**src/rtl/reset_sequencer.sv**
```systemverilog
// Staged reset-release controller: releases stage_reset_o one stage at a time after sync_reset_i drops.
// Define RESET_SEQ_ACK_EN to gate each release on the previous stage's ack, with timeout/error.
module reset_sequencer #(
    parameter int NUM_STAGES     = 4,
    parameter int HOLD_CYCLES    = 8,
    parameter int STAGE_DELAY    = 16,
    parameter int TIMEOUT_CYCLES = 64
) (
    input  logic                  clk,
    input  logic                  sync_reset_i,
    input  logic [NUM_STAGES-1:0] stage_ack_i,
    output logic [NUM_STAGES-1:0] stage_reset_o,
    output logic                  done_o,
    output logic                  error_o
);

    localparam int MAX_AB = (HOLD_CYCLES > STAGE_DELAY) ? HOLD_CYCLES : STAGE_DELAY;
    localparam int MAXC   = (MAX_AB > TIMEOUT_CYCLES) ? MAX_AB : TIMEOUT_CYCLES;
    localparam int CW     = $clog2(MAXC + 1);
    localparam int KW     = (NUM_STAGES > 1) ? $clog2(NUM_STAGES) : 1;

    typedef enum logic [1:0] {HOLD, WAIT, DONE, ERROR} state_t;

    state_t                  state_reg, state_next;
    logic [KW-1:0]           k_reg, k_next;
    logic [CW-1:0]           cnt_reg, cnt_next;
    logic [NUM_STAGES-1:0]   stage_reset_reg, stage_reset_next;
    logic                    done_reg, done_next;
    logic                    hold_done;
    logic                    advance;
    logic                    last_stage;
    logic [NUM_STAGES-1:0]   release_hit;

    assign hold_done  = (state_reg == HOLD) && (cnt_reg >= CW'(HOLD_CYCLES));
    assign last_stage = (k_reg == KW'(NUM_STAGES - 1));

`ifdef RESET_SEQ_ACK_EN
    logic timeout;
    logic error_reg, error_next;

    // k is the most recently released stage, so its ack gates the next release.
    assign advance = (state_reg == WAIT) && (cnt_reg >= CW'(STAGE_DELAY)) && stage_ack_i[k_reg];
    assign timeout = (state_reg == WAIT) && (cnt_reg >= CW'(TIMEOUT_CYCLES));
`else
    logic unused_ack;

    assign unused_ack = ^stage_ack_i;
    assign advance    = (state_reg == WAIT) && (cnt_reg >= CW'(STAGE_DELAY));
`endif

    // One release strobe per stage; stage 0 comes from the hold phase, others from WAIT.
    generate
        for (genvar gi = 0; gi < NUM_STAGES; gi++) begin : g_release
            if (gi == 0) begin : g_first
                assign release_hit[gi] = hold_done;
            end else begin : g_rest
                assign release_hit[gi] = advance && (k_reg == KW'(gi - 1));
            end
        end
    endgenerate

    // State register
    always_ff @(posedge clk) begin
        if (sync_reset_i) begin
            state_reg       <= HOLD;
            k_reg           <= '0;
            cnt_reg         <= '0;
            stage_reset_reg <= '1;
            done_reg        <= 1'b0;
`ifdef RESET_SEQ_ACK_EN
            error_reg       <= 1'b0;
`endif
        end else begin
            state_reg       <= state_next;
            k_reg           <= k_next;
            cnt_reg         <= cnt_next;
            stage_reset_reg <= stage_reset_next;
            done_reg        <= done_next;
`ifdef RESET_SEQ_ACK_EN
            error_reg       <= error_next;
`endif
        end
    end

    // Next-state logic. The counter restarts at 1 on a release so that it equals
    // the number of edges elapsed since that release when compared.
    always_comb begin
        state_next = state_reg;
        k_next     = k_reg;
        cnt_next   = cnt_reg;
        case (state_reg)
            HOLD: begin
                if (hold_done) begin
                    state_next = WAIT;
                    k_next     = '0;
                    cnt_next   = CW'(1);
                end else begin
                    cnt_next = cnt_reg + CW'(1);
                end
            end
            WAIT: begin
                if (advance) begin
                    if (last_stage) begin
                        state_next = DONE;
                    end else begin
                        k_next   = k_reg + KW'(1);
                        cnt_next = CW'(1);
                    end
`ifdef RESET_SEQ_ACK_EN
                end else if (timeout) begin
                    state_next = ERROR;
`endif
                end else begin
                    cnt_next = cnt_reg + CW'(1);
                end
            end
            default: begin
                state_next = state_reg;
            end
        endcase
    end

    // Output logic: next values for the registered outputs; released stages stay released.
    always_comb begin
        stage_reset_next = stage_reset_reg & ~release_hit;
        done_next        = done_reg | (advance && last_stage);
`ifdef RESET_SEQ_ACK_EN
        error_next       = error_reg | (timeout && !advance);
`endif
    end

    assign stage_reset_o = stage_reset_reg;
    assign done_o        = done_reg;
`ifdef RESET_SEQ_ACK_EN
    assign error_o       = error_reg;
`else
    assign error_o       = 1'b0;
`endif

endmodule

```
**config.mk**
```make
export PLATFORM = sky130hd
export DESIGN_NAME = reset_sequencer
export DESIGN_NICKNAME = d
export VERILOG_FILES = /design/src/rtl/reset_sequencer.sv
export SDC_FILE = /design/constraint.sdc
export NUM_CORES = 1
export LEC_CHECK = 0
export CORE_AREA = 2 2 51 53
export CTS_BUF_LIST = sky130_fd_sc_hd__clkbuf_2
export CTS_CLUSTER_SIZE = 12
export DETAILED_ROUTE_END_ITERATION = 7
export DIE_AREA = 0 0 53 55
export SLEW_MARGIN = 20
export SYNTH_ARGS = -nofsm -noshare
export SYNTH_HDL_FRONTEND = slang
export SYNTH_SLANG_ARGS = --single-unit
```
**constraint.sdc**
```tcl
create_clock -name clk -period 1.6 [get_ports clk]
set_clock_uncertainty 0.2 [all_clocks]
set_input_delay 0.16 -clock clk [delete_from_list [all_inputs] [get_ports clk]]
set_output_delay 0.16 -clock clk [all_outputs]
set_load 0.02 [all_outputs]
```
==> summary.txt <==
combinational share of power: 6.5%
Syn. warnings: 0
total clock sinks: 16
share of layout cells above drive strength 1: 24.0%
RSZ-0062 raised after global routing: true
Setup CP Type: reg -> reg
Hold Path Class: reg -> reg
Commonest cells post-synth: 16 x dfxtp_1, 11 x nor2_1, 7 x inv_1
half-perimeter wire length after placement: 1070 um
fmax: 0.630 GHz
min setup slack post-route: 11.6 ps
initial core utilization: 33.0%
I/O Buffers: 6
Pins Over Slew Limit: 0
max cap viols: 0
Distinct cells, synth: 31
I/O pins: 12
mapped cell area: 779 um2
internal power: 0.479 mW
GPL Wtd Cong: 0.807
CTS Buffer Depth: 2
fin nets: 113
EDFF count, synth: 0
count leader, synth: dfxtp_1
Clock Tree Root: clkbuf_2
post-layout instance count excluding filler cells: 130
Worst Path Required: 1630 ps
Seq/Total Area, Yosys: 41.1%
clock power share: 27.9%
Worst-path clk slew: 140 ps
Area contributors post-synth: dfxtp_1 41%, ha_1 9.6%, nor2_1 5.3%, a21o_1 3.9%, inv_1 3.4%
Vias/cell: 4.95
Final Setup Violations: 0
site row count: 18
Core Box Area: 2360 um2
Die Wd: 53 um
Fin Setup TNS: 0 ps
WL final: 1510 um
synthesized netlist cell count: 86
P_sw: 0.153 mW
Detailed Route Iter0 Violations: 2
minimum clock period: 1590 ps
htree depth: 1
Mapped Avg Cell Area: 9.06 um2
Clk Latency, worst-skew pair: 280 ps
PwrDens: 660 nW/um2
Syn Nets: 98
sequential share of power: 65.6%
Die Ht: 55 um
clock tree from TritonCTS: done
WP data arrival: 1620 ps
area grow syn2layout: 23.0%
Synth area leader: dfxtp_1
Reg2Reg Setup Slack: 10 ps
Final Hold Fails: 0
Max Fanout on Critical Path: 6
Post-DRT Antenna Nets: 0
drt drc: 0
largest net degree at the start of global routing: 10
crit start category: flip-flop
FF+latch count, synth: 16
total iterations of the first detailed-routing run: 4
Sw Share: 24.2%
total CTS buffers: 3
pre-CTS WS: -119 ps
vias in the first global route: 646
# diodes: 0
GRT Resource Usage Total: 12.9%
fin crit share: 99.3%
share of async-settable or async-resettable flops after synthesis: 0%
leakage power: 0.374 nW
status: complete, no violations
initial antenna violation count: 0
first-pass GRT wire length: 2660 um
WL/cell: 11.6 um
routed vias: 643
predominant post-synthesis flop cell: dfxtp_1
grt ovf: 0
peak supply drop: 0.000317 V
placed insts: 124
Crit. End Element: flip-flop
DIE AREA: 2920 um2
top cell type's share of synthesized area: 41.1%
max FFs per register: 7
## cells by family after synthesis
logic type,share of synthesized area [%]
AO/OA/AOI/OAI,21.2
XOR/XNOR,3.37
adder cells (fa/ha/maj),9.63
buffers and inverters,6.74
flip-flops,41.1
multiplexers,1.28
other,0.481
AND/OR/NAND/NOR,16.2
## power groups by stage
stage               clock network [mW]  registers, mW  logic (mW)
floorplan                            0          0.421      0.0301
global placement                     0          0.423      0.0371
detailed placement                   0          0.424      0.0392
CTS                              0.187          0.415      0.0405
global route                     0.208          0.417      0.0467
finish                           0.176          0.415      0.0413
## routing by layer
metal  vias up  routed length (um)  GRT usage (%)
met3         4                  36           2.42
li1        319                   -              -
met1       312                 688           14.6
met5         -                   0              0
met4         0                  34           9.83
met2         8                 747           21.7
## final timing paths
| path | startpoint | end | cells after the start |
|---|---|---|---|
| worst min-delay path | done_o | done_o | 2 |
| worst max register to register | cnt_reg[6] | cnt_reg[4] | 4 |
| worst min register to register | done_o | done_o | 2 |
| worst max-delay path | cnt_reg[6] | cnt_reg[4] | 4 |
## critical path, cell delays in order (launching register included)
cell and delay [ps]:
dfxtp_2 350, or3_4 420, a31oi_4 250, a41o_1 190
and3_1 140
## per-stage QoR
stage	hold WS, ps	util [%]	area [um2]	power [mW]
CTS	264	40.2	951	0.642
global route	299	40.5	958	0.672
floorplan	169	-	779	0.451
finish	260	40.5	958	0.632
detailed placement	238	38.2	903	0.463
global placement	231	38.2	903	0.460
## area by class of cell
cell class	instances	area, um2
fillers	264	1410
multi-input cells	58	430
flip-flops and latches	16	324
repair buffers	15	121
well taps	30	37.5
inverters	7	26.3
clock buffers	3	15.0
clock inverters	1	3.75
## repair_timing
| action | in CTS | in global routing |
|---|---|---|
| hold buffers | 0 | 0 |
| buffers inserted | 2 | 0 |
| gates resized for setup | 12 | 3 |
| pin swaps | 4 | 4 |
| endpoints found under the setup margin | 19 | 9 |
## cell usage in the layout, fill, tap and decap left out
cell type / count
a211oi_1: 1
a211oi_2: 1
a21o_1: 4
a21o_4: 1
a21oi_1: 4
a311oi_2: 1
a31oi_1: 2
a31oi_4: 1
a41o_1: 1
and3_1: 1
and4_2: 1
buf_4: 9
clkbuf_2: 3
clkdlybuf4s50_1: 1
clkinv_1: 1
conb_1: 1
dfxtp_1: 13
dfxtp_2: 3
dlygate4sd2_1: 5
ha_1: 5
ha_2: 1
inv_1: 7
mux2i_1: 1
nand2_1: 4
nand3_1: 3
nand4_1: 1
nand4b_1: 1
nor2_1: 11
nor3_2: 1
nor3b_2: 1
o21a_1: 1
o21ai_0: 3
o21ai_1: 2
or3_4: 1
xnor2_1: 2
xor2_1: 1
Note: power is estimated with default switching activity, not from simulation.
